`config.mk`:
```
export PLATFORM = sky130hd
export DESIGN_NAME = cl_fifo_reader
export DESIGN_NICKNAME = d
export VERILOG_FILES = /design/src/rtl/cl_reader_pkg.sv /design/src/rtl/cl_fifo_reader.sv
export SDC_FILE = /design/constraint.sdc
export NUM_CORES = 1
export LEC_CHECK = 0
export ABC_AREA = 1
export CAP_MARGIN = 0
export CORE_MARGIN = 2
export CORE_UTILIZATION = 50
export DETAILED_ROUTE_END_ITERATION = 10
export MAX_ROUTING_LAYER = met4
export PLACE_DENSITY = 0.82
export SYNTH_ARGS = -nofsm -noshare
export SYNTH_HDL_FRONTEND = slang
export SYNTH_SLANG_ARGS = --single-unit
export TNS_END_PERCENT = 10
```
`constraint.sdc`:
```
create_clock -name rd_clk -period 1.6 [get_ports rd_clk]
set_input_delay 0.48 -clock rd_clk [delete_from_list [all_inputs] [get_ports rd_clk]]
set_output_delay 0.48 -clock rd_clk [all_outputs]
set_load 0.05 [all_outputs]
```
`src/rtl/cl_reader_pkg.sv`:
```
// cl_reader_pkg: state encoding, output latency and counter sizing shared by the
// CameraLink FIFO reader.
package cl_reader_pkg;
  typedef enum logic [1:0] {IDLE, LINE, HBLANK, VBLANK} state_t;
  localparam int OUT_LAT = 2;
  function automatic int cnt_w(input int max_val);
    return $clog2(max_val + 1);
  endfunction
endpackage

```
`src/rtl/cl_fifo_reader.sv`:
```
// cl_fifo_reader: drains the pixel FIFO read port and regenerates CameraLink
// FVAL/LVAL/DVAL timing, absorbing underflow as skipped slots.
module cl_fifo_reader
  import cl_reader_pkg::*;
#(
  parameter int DATA_W = 8,
  parameter int H_ACTIVE = 1024,
  parameter int H_BLANK = 64,
  parameter int V_ACTIVE = 768,
  parameter int V_BLANK = 4,
  parameter logic [DATA_W-1:0] FILL = '0
) (
  input  logic              rd_clk,
  input  logic              rd_rst_n,
  input  logic              en,
  output logic              fifo_rd_en,
  input  logic [DATA_W-1:0] fifo_rd_data,
  input  logic              fifo_rd_empty,
  input  logic              fifo_almost_empty,
  output logic              cl_fval,
  output logic              cl_lval,
  output logic              cl_dval,
  output logic [DATA_W-1:0] cl_data,
  output logic              underflow,
  output logic [15:0]       err_cnt,
  input  logic              err_clr,
  output logic              busy
);
  localparam int H_TOTAL = H_ACTIVE + H_BLANK;
  localparam int VB_CYC = V_BLANK * H_TOTAL;
  localparam int PIX_W = cnt_w(H_ACTIVE > H_BLANK ? H_ACTIVE : H_BLANK);
  localparam int LINE_W = cnt_w(V_ACTIVE);
  localparam int VB_W = cnt_w(VB_CYC);
  localparam logic [PIX_W-1:0] PIX_LAST_A = PIX_W'(H_ACTIVE - 1);
  localparam logic [PIX_W-1:0] PIX_LAST_B = PIX_W'(H_BLANK - 1);
  localparam logic [LINE_W-1:0] LINE_LAST = LINE_W'(V_ACTIVE - 1);
  localparam logic [VB_W-1:0] VB_LAST = VB_W'(VB_CYC - 1);

  state_t state_q, state_d;
  logic [PIX_W-1:0] pix_cnt_q, pix_cnt_d;
  logic [LINE_W-1:0] line_cnt_q, line_cnt_d;
  logic [VB_W-1:0] vb_cnt_q, vb_cnt_d;
  logic start, pix_last, line_last, vb_last, slot;
  logic [OUT_LAT-1:0] fval_q, fval_d, lval_q, lval_d;
  logic slot_q, slot_d, hit_q, hit_d;
  logic dval_q, dval_d, uf_q, uf_d;
  logic [DATA_W-1:0] data_q, data_d;
  logic [15:0] err_q, err_d;

  always_ff @(posedge rd_clk or negedge rd_rst_n) begin
    if (!rd_rst_n) state_q <= IDLE;
    else state_q <= state_d;
  end

  always_comb begin
    start = en & ~fifo_almost_empty;
    pix_last = pix_cnt_q == (state_q == LINE ? PIX_LAST_A : PIX_LAST_B);
    line_last = line_cnt_q == LINE_LAST;
    vb_last = vb_cnt_q == VB_LAST;
    state_d = state_q;
    case (state_q)
      IDLE:    state_d = start ? LINE : IDLE;
      LINE:    state_d = pix_last ? HBLANK : LINE;
      HBLANK:  state_d = pix_last ? (line_last ? VBLANK : LINE) : HBLANK;
      default: state_d = vb_last ? (start ? LINE : IDLE) : VBLANK;
    endcase
    pix_cnt_d = (state_q inside {LINE, HBLANK}) && !pix_last ? pix_cnt_q + 1'b1 : '0;
    line_cnt_d = (state_q == HBLANK && pix_last) ? (line_last ? '0 : line_cnt_q + 1'b1) : line_cnt_q;
    vb_cnt_d = (state_q == VBLANK && !vb_last) ? vb_cnt_q + 1'b1 : '0;
  end

  // Stage 1 tracks the slot and whether it issued a read; stage 2 meets the
  // returning FIFO data, so timing flags ride a matching two-deep pipe.
  always_comb begin
    slot = state_q == LINE;
    fifo_rd_en = slot & ~fifo_rd_empty;
    busy = state_q != IDLE;
    slot_d = slot;
    hit_d = fifo_rd_en;
    fval_d = {fval_q[OUT_LAT-2:0], state_q inside {LINE, HBLANK}};
    lval_d = {lval_q[OUT_LAT-2:0], slot};
    data_d = hit_q ? fifo_rd_data : FILL;
    dval_d = hit_q;
    uf_d = slot_q & ~hit_q;
    err_d = err_clr ? '0 : (uf_q && err_q != 16'hFFFF) ? err_q + 16'd1 : err_q;
    cl_fval = fval_q[OUT_LAT-1];
    cl_lval = lval_q[OUT_LAT-1];
    cl_dval = dval_q;
    cl_data = data_q;
    underflow = uf_q;
    err_cnt = err_q;
  end

  always_ff @(posedge rd_clk or negedge rd_rst_n) begin
    if (!rd_rst_n) begin
      pix_cnt_q <= '0;
      line_cnt_q <= '0;
      vb_cnt_q <= '0;
      fval_q <= '0;
      lval_q <= '0;
      slot_q <= 1'b0;
      hit_q <= 1'b0;
      dval_q <= 1'b0;
      uf_q <= 1'b0;
      data_q <= '0;
      err_q <= '0;
    end else begin
      pix_cnt_q <= pix_cnt_d;
      line_cnt_q <= line_cnt_d;
      vb_cnt_q <= vb_cnt_d;
      fval_q <= fval_d;
      lval_q <= lval_d;
      slot_q <= slot_d;
      hit_q <= hit_d;
      dval_q <= dval_d;
      uf_q <= uf_d;
      data_q <= data_d;
      err_q <= err_d;
    end
  end
endmodule

```
# Yosys cells after proc, flatten, opt, wreduce, memory -nomap -nowiden
# Cells that the tools add are included.
# classes
bitwise	6
n_reduce_logical	10
muxes	13
addsub	4
n_eq_ne	7
# ops
operator	count
16-bit two-way mux	2
10-bit two-way mux	2
16-bit by 1-bit adder with 16-bit output (second input constant)	1
16-bit != test (second input constant)	1
13-bit by 1-bit adder with 13-bit output (second input constant)	1
13-bit equality test (second input constant)	1
13-bit two-way mux	1
11-bit by 1-bit adder with 11-bit output (second input constant)	1
11-bit by 10-bit equality test with 1-bit output	1
11-bit two-way mux	1
10-bit by 1-bit adder with 10-bit output (second input constant)	1
10-bit equality test (second input constant)	1
2-bit two-way mux	4
8-bit two-way mux	1
2-bit one-hot mux with 3 select lines	1
2-bit nonzero test	3
2-bit equality test (second input constant)	2
1-bit logical AND	4
1-bit AND	3
1-bit inverter	3
2-bit by 1-bit equality test with 1-bit output (second input constant)	1
1-bit logical NOT	2
2-bit logical NOT	1
1-bit two-way mux	1
# word_totals
in_bits	14
register_bits	68
output_inout_bits	30
elab_cells	52

# Depth between registers and ports, before layout
# Gate-level depths: netlist (run 1).
# logic_depth
depth_word	6
mapped_depth	10
depth_no_buf	10

# Worst setup path after synthesis (run 1)
# OpenSTA, ideal clock, no wires.
# synth_timing
path_kind	flip-flop to output port
start	register state_q[1]
end	output fifo_rd_en
setup_slack_ns	-0.264
t_required_ns	1.120
path_stages_with_launch	5
arrival_time_ns	1.384
path_buffers	0
cell_sequence	dfrtp_1 inv_1 ha_1 inv_1 nor2_1
# synth_via
elab_chain_cells	2
# synth_rtl
element	line_no	source
start: declaration	cl_fifo_reader.sv:39	state_t state_q, state_d;
start signal: assignment	cl_fifo_reader.sv:52	else state_q <= state_d;
2-bit by 1-bit equality test with 1-bit output	cl_fifo_reader.sv:75	slot = state_q == LINE;
named net slot	cl_fifo_reader.sv:43	logic start, pix_last, line_last, vb_last, slot;
1-bit AND	cl_fifo_reader.sv:76	fifo_rd_en = slot & ~fifo_rd_empty;
end: declaration	cl_fifo_reader.sv:16	output logic fifo_rd_en,
# The timed path passes the listed nets, and every way through them passes these cells.

# Worst setup path after layout (run 1)
# Same ends and word-level chain as after synthesis.

==> results of run 1 <==
## cell type report
type	instances	area, sq um
timing repair buffer	77	1030
clock buffer	12	145
tap	80	100
sequential	67	1690
multi-input combinational	298	1610
inverter	44	173
fill	446	1880
clock inverter	4	50.0
## worst max-delay path: cells and delay by family, from the launching register on
kind	cells	cell delay, ns
buffers and inverters	3	0.30
flip-flops	1	0.39
AND/OR/NAND/NOR	1	0.11
adder cells (fa/ha/maj)	1	0.16
## layer usage
layer / up-vias / global-route usage
li1: 1473 / -
met2: 58 / 0.399
met5: - / -
met1: 1458 / 0.265
met4: 0 / 0.115
met3: 17 / 0.0486
## worst max path at each step
stage / to / slack, ns / depth (start not counted)
finish: fifo_rd_en / -0.19 / 5
global route: fifo_rd_en / -0.24 / 5
CTS: fifo_rd_en / -0.16 / 5
detailed placement: fifo_rd_en / -0.14 / 3
global placement: fifo_rd_en / -0.09 / 3
floorplan: err_cnt[15] / -0.03 / 9
## synth_stat cells (2+ instances only)
library cell | number | area, sq um
a21oi_1 | 2 | 10.0
buf_2 | 3 | 15.0
dfrtp_1 | 67 | 1680
ha_1 | 8 | 100
inv_1 | 44 | 165
nand2_1 | 114 | 428
nand3_1 | 35 | 175
nand3b_1 | 4 | 30.0
nand4_1 | 8 | 50.1
nor2_1 | 59 | 221
nor2_2 | 3 | 18.8
nor2_4 | 3 | 33.8
nor3_1 | 7 | 35.0
nor3b_1 | 5 | 37.5
o21ai_0 | 7 | 35.0
o21ai_1 | 8 | 40.0
o21bai_1 | 4 | 30.0
xnor2_1 | 6 | 52.6
xor2_1 | 17 | 149
## repair_timing
item / CTS / global route
buffers inserted: 4 / 3
endpoints found under the hold margin: 0 / 0
pin swaps: 1 / 2
resized for setup: 12 / 13
setup endpoints to repair: 21 / 52
## power by group
group | total (W) | switching, W | internal [W]
registers | 0.00173 | 0.0000200 | 0.00171
logic | 0.000293 | 0.000158 | 0.000135
clock network | 0.00141 | 0.000649 | 0.000761
## flip-flops by register name, indices dropped and copies added (netlist names), 2 cells and up
signal      cells
state_q         2
cl_data         8
vb_cnt_q       13
pix_cnt_q      11
lval_q          2
err_cnt        16
line_cnt_q     10
fval_q          2
## per-stage QoR
| step | instances | hold slack (ns) | instance area, sq um |
|---|---|---|---|
| after floorplan | 416 | 0.184 | 3440 |
| after global placement | 559 | 0.332 | 4470 |
| after detailed placement | 559 | 0.355 | 4470 |
| after CTS | 579 | 0.161 | 4740 |
| after global routing | 582 | 0.157 | 4800 |
| final | 582 | 0.134 | 4800 |
## kinds of logic after synthesis
kind of cell	count (synthesis)
compound gates	22
simple gates	245
fa+ha+maj	8
flops	67
buf+inv	51
xor+xnor	23
==> results.tsv, run 1 <==
stage	metric	value	unit
route	Top Layer Used	met4	
clock_tree	Clk Latency, worst-skew pair	0.35	ns
route	met2 WL	4420	um
clock_tree	Num CTS Buffers	9	
route	DR DRC count	0	
route	first-pass iteration count of the detailed router	4	
clock_tree	hold-fix buffer count after cts	0	
final_layout	commonest cells after routing, fill and taps aside	nand2_1, nor2_1, dfrtp_1, inv_1, buf_12	
timing	max-slew violation count	0	
floorplan	CORE AREA	6680	sq um
final_layout	commonest non-fill, non-tap cell in the layout	nand2_1	
setup_path	slowest cell delay on critical path	0.39	ns
timing	final worst slack	-0.187	ns
synthesis	Synth Area in Compound Gates	0.0363	
setup_path	worst r2r src	state_q[0]	
synthesis	Adder-Cell Fraction of Synth Area	0.0293	
setup_path	CP Launch Type	flip-flop	
placed_design	RePlAce Congestion	0.855	
timing	Setup TNS	-0.364	ns
synthesis	Seq/Total Area, Yosys	0.492	
clock_tree	clock buffer depth	2	
synthesis	ys async rst share	1.00	
clock_tree	clock tree sinks	67	
final_layout	Net count, final	519	
placed_design	Place WS	-0.136	ns
synthesis	mux cell area share after synthesis	0	
floorplan	I/O pins	44	
timing	final cycle utilization of the critical path	1.12	
final_layout	utilization after layout	0.719	
setup_path	CP Capture Type	primary output	
timing	RSZ-0062 raised after global routing	true	
synthesis	post-synth cell types	31	
floorplan	Die Width	86.6	um
synthesis	Synth Warn #	0	
timing	clk_skew	0.0119	ns
global_routing	remaining global-route overflow	0	
setup_path	slowest CP cell	dfrtp_1	
route	routed length on met3	260	um
placed_design	IO Port Bufs	43	
route	routed length on met1	3170	um
floorplan	die height	86.6	um
floorplan	initial core utilization	0.510	
global_routing	largest net degree at the start of global routing	68	
route	Routed WL per cell	13.8	um
timing	relative slew slack	0.763	
synthesis	Mapped Nets	438	
setup_path	WS Path Type	reg -> out	
route	initial DRC count	150	
route	Vias per Instance	5.16	
synthesis	Mapped Area	3410	sq um
timing	Setup Viol. Count Final	4	
setup_path	worst reg2reg setup slack	-0.01	ns
synthesis	Seq cells post-synth	67	
final_layout	Area growth syn-to-layout	40.8	%
route	routed via count	3006	
clock_tree	CTS clk-pin slew, worst paths	0.08	ns
floorplan	die area	7500	sq um
floorplan	Rows	30	
global_routing	Total Routing Usage GR	0.236	
global_routing	initial antenna violation count	0	
placed_design	HPWL Detailed	5500	um
timing	actual slew at the worst max-slew pin	0.356	ns
route	final antenna-violating net count	0	
setup_path	Worst Path Arrival	1.31	ns
power_and_ir_drop	Tot Pwr	0.00343	W
run_status	failing checks	setup timing	
setup_path	FF-to-FF End	line_cnt_q[7]	
setup_path	critical-path cell list	inv_2 > ha_4 > inv_2 > nor2_4 > buf_12	
setup_path	most used cell, CP	inv_2	
route	final wirelength	8050	um
timing	fin crit period	1.79	ns
synthesis	Synth Instances	416	
setup_path	Worst Path Required	1.12	ns
global_routing	vias in the first global route	3155	
timing	f_max	560	MHz
power_and_ir_drop	Lkg Pwr	2.20	nW
min_path	Hold Crit Class	in -> async	
clock_tree	CTS root buffer	clkbuf_8	
global_routing	first-pass GRT wire length	13500	um
final_layout	share of cells above drive strength 1	0.233	
setup_path	Worst R2R Path Depth	8	
synthesis	Synth Area in Simple Gates	0.321	
final_layout	# diodes	0	
timing	Hold Violations, Final	0	
synthesis	Post-Synthesis Mean Instance Area	8.20	sq um
synthesis	largest family of logic cells by synthesized area	simple AND/OR/NAND/NOR gates	
run_status	run status	finished with violations	
clock_tree	CTS tree	done	
run	max-cap check violation count	0	
synthesis	Post-synth EDFFs	0	
setup_path	Crit. Startpoint	state_q[1]	
power_and_ir_drop	pwr/cell area	715	nW/um^2
synthesis	Synth Area in XOR/XNOR	0.0591	
synthesis	Top FF cell, synth	dfrtp_1	
clock_tree	H-tree lvl count	3	
setup_path	highest net fanout along the worst path	4	
power_and_ir_drop	highest ir drop seen on vdd	0.630	mV
Power figures use the tool's default switching activity.
==> inputs of run 2 (changes only) <==
--- a/config.mk
+++ b/config.mk
@@ -8,10 +8,10 @@
 export ABC_AREA = 1
 export CAP_MARGIN = 0
 export CORE_MARGIN = 2
-export CORE_UTILIZATION = 50
+export CORE_UTILIZATION = 55
 export DETAILED_ROUTE_END_ITERATION = 10
 export MAX_ROUTING_LAYER = met4
-export PLACE_DENSITY = 0.82
+export PLACE_DENSITY = 0.88
 export SYNTH_ARGS = -nofsm -noshare
 export SYNTH_HDL_FRONTEND = slang
 export SYNTH_SLANG_ARGS = --single-unit
==> results.tsv, run 2 (synthesis gave the netlist of run 1 again) <==
stage	metric	value	unit	change
route	first-pass iteration count of the detailed router	5		+1
run_status	run status	finished with violations		
clock_tree	Num CTS Buffers	9		unchanged
route	Vias per Instance	5.67		+9.8%
setup_path	most used cell, CP	inv_2		
route	final antenna-violating net count	0		unchanged
floorplan	I/O pins	44		unchanged
setup_path	highest net fanout along the worst path	2		-2
global_routing	vias in the first global route	3114		-1.3%
timing	clk_skew	0.0112	ns	-0.000629 ns
final_layout	max reg flops	16		unchanged
run	max-cap check violation count	0		unchanged
power_and_ir_drop	Lkg Pwr	2.18	nW	-0.70%
final_layout	share of cells above drive strength 1	0.240		+0.00685
setup_path	Crit path max-delay family	flip-flops		
final_layout	Net count, final	514		-0.96%
timing	relative slew slack	0.737		-0.0260
final_layout	area of the multi-input gates	1650	sq um	+2.6%
timing	f_max	556	MHz	-0.72%
floorplan	Rows	28		-6.7%
setup_path	Worst Path Arrival	1.32	ns	about the same
final_layout	utilization after layout	0.806		+0.0868
timing	Setup Viol. Count Final	13		+9
final_layout	commonest cells after routing, fill and taps aside	nand2_1, nor2_1, dfrtp_1, inv_1, buf_12		
power_and_ir_drop	highest ir drop seen on vdd	1.00	mV	+59%
timing	Hold Violations, Final	0		unchanged
setup_path	CP Buf/Inv Count	3		unchanged
floorplan	initial core utilization	0.573		+0.0622
setup_path	CP Launch Type	flip-flop		
clock_tree	H-tree lvl count	3		unchanged
clock_tree	clock tree sinks	67		unchanged
setup_path	Worst Path Required	1.12	ns	about the same
run_status	failing checks	setup timing		
placed_design	RePlAce Congestion	0.894		+4.6%
floorplan	die area	6850	sq um	-8.7%
timing	max-slew violation count	0		unchanged
timing	final worst slack	-0.200	ns	-0.0129 ns
timing	actual slew at the worst max-slew pin	0.395	ns	+0.0390 ns
global_routing	first-pass GRT wire length	13800	um	+2.2%
clock_tree	Clk Latency, worst-skew pair	0.35	ns	about the same
route	final wirelength	9690	um	+20%
setup_path	CP Capture Type	primary output		
final_layout	Area growth syn-to-layout	40.7	%	
timing	RSZ-0062 raised after global routing	true		
placed_design	IO Port Bufs	43		unchanged
global_routing	Total Routing Usage GR	0.279		+0.0432
placed_design	HPWL Detailed	5650	um	+2.7%
timing	final cycle utilization of the critical path	1.12		+0.00805
global_routing	remaining global-route overflow	0		unchanged
floorplan	Die Width	82.8	um	-4.4%
clock_tree	clock buffer depth	2		unchanged
floorplan	CORE AREA	5960	sq um	-11%
clock_tree	CTS tree	done		
route	routed via count	3243		+7.9%
route	initial DRC count	264		+76%
final_layout	Filler cells	305		-32%
route	Routed WL per cell	16.9	um	+23%
setup_path	slowest cell delay on critical path	0.42	ns	+0.03 ns
setup_path	WS Path Type	reg -> out		
route	DR DRC count	0		unchanged
setup_path	critical-path cell list	inv_2 > ha_4 > inv_2 > nor2_4 > buf_12		
clock_tree	CTS clk-pin slew, worst paths	0.08	ns	about the same
final_layout	commonest non-fill, non-tap cell in the layout	nand2_1		
final_layout	register area	1690	sq um	about the same
global_routing	largest net degree at the start of global routing	68		unchanged
global_routing	initial antenna violation count	1		+1
min_path	Hold Crit Class	in -> async		
setup_path	slowest CP cell	dfrtp_1		
timing	fin crit period	1.80	ns	+0.0129 ns
clock_tree	CTS root buffer	clkbuf_8		
floorplan	die height	82.8	um	-4.4%
timing	Fin Hold WS	0.133	ns	-0.00107 ns
power_and_ir_drop	pwr/cell area	711	nW/um^2	-0.58%
clock_tree	hold-fix buffer count after cts	0		unchanged
==> run 2: changes by cell type in the layout (fill, tap and decap cells not counted), moves of 2 or more <==
cell and delta:
nand3_1 -2, inv_2 +2, nand2_4 +2, buf_4 -6, nand2_1 -3, ha_2 +2, clkinv_4 +2, o21ai_0 -3
inv_4 -2, clkinvlp_4 -2
==> run 2: cell type report <==
cell class | instances | area share
multi-input combinational | 298 | 0.344
antenna | 1 | 0.000522
inverter | 44 | 0.0349
clock inverter | 4 | 0.0110
tap | 75 | 0.0196
sequential | 67 | 0.353
timing repair buffer | 72 | 0.210
clock buffer | 11 | 0.0274
==> run 2: what timing repair did <==
action	4_1_cts	5_1_grt
setup endpoints to repair	15	50
cloned	0	1
buffers inserted	2	2
pin swaps	1	6
gates resized for setup	9	30
==> run 2: per-stage QoR <==
stage / setup slack [ns] / setup TNS (ns) / area, sq um / power (W) / cells
2_1_floorplan: -0.0339 / -0.225 / 3440 / 0.00187 / 416
3_3_place_gp: -0.0936 / -0.0936 / 4430 / 0.00205 / 551
3_5_place_dp: -0.107 / -0.168 / 4430 / 0.00206 / 551
4_1_cts: -0.161 / -0.332 / 4660 / 0.00340 / 568
5_1_grt: -0.220 / -2.15 / 4800 / 0.00351 / 572
6_report: -0.200 / -1.42 / 4800 / 0.00341 / 572
==> run 2: worst paths after layout <==
check	cells past startpoint	slack, ns	start	end
worst min-delay path	2	0.13	rd_rst_n	err_cnt[15]
worst max register to register	11	-0.16	state_q[1]	state_q[0]
min in group rd_clk	0	0.38	fval_q[0]	fval_q[1]
worst min register to register	0	0.38	fval_q[0]	fval_q[1]
max in group asynchronous	2	1.15	rd_rst_n	err_cnt[1]
worst max-delay path	5	-0.20	state_q[1]	fifo_rd_en
==> run 2: layer usage <==
layer	wire (um)	up-vias	share of wire	track usage
met5	0	-	0	-
met4	416	0	0.043	0.118
met3	622	43	0.064	0.0652
met2	5170	164	0.53	0.494
met1	3480	1566	0.36	0.298
li1	-	1470	-	-
==> run 2: power breakdown <==
group | internal (W) | total [W] | switching [W]
clock network | 0.000716 | 0.00138 | 0.000666
logic | 0.000133 | 0.000297 | 0.000163
registers | 0.00171 | 0.00173 | 0.0000214
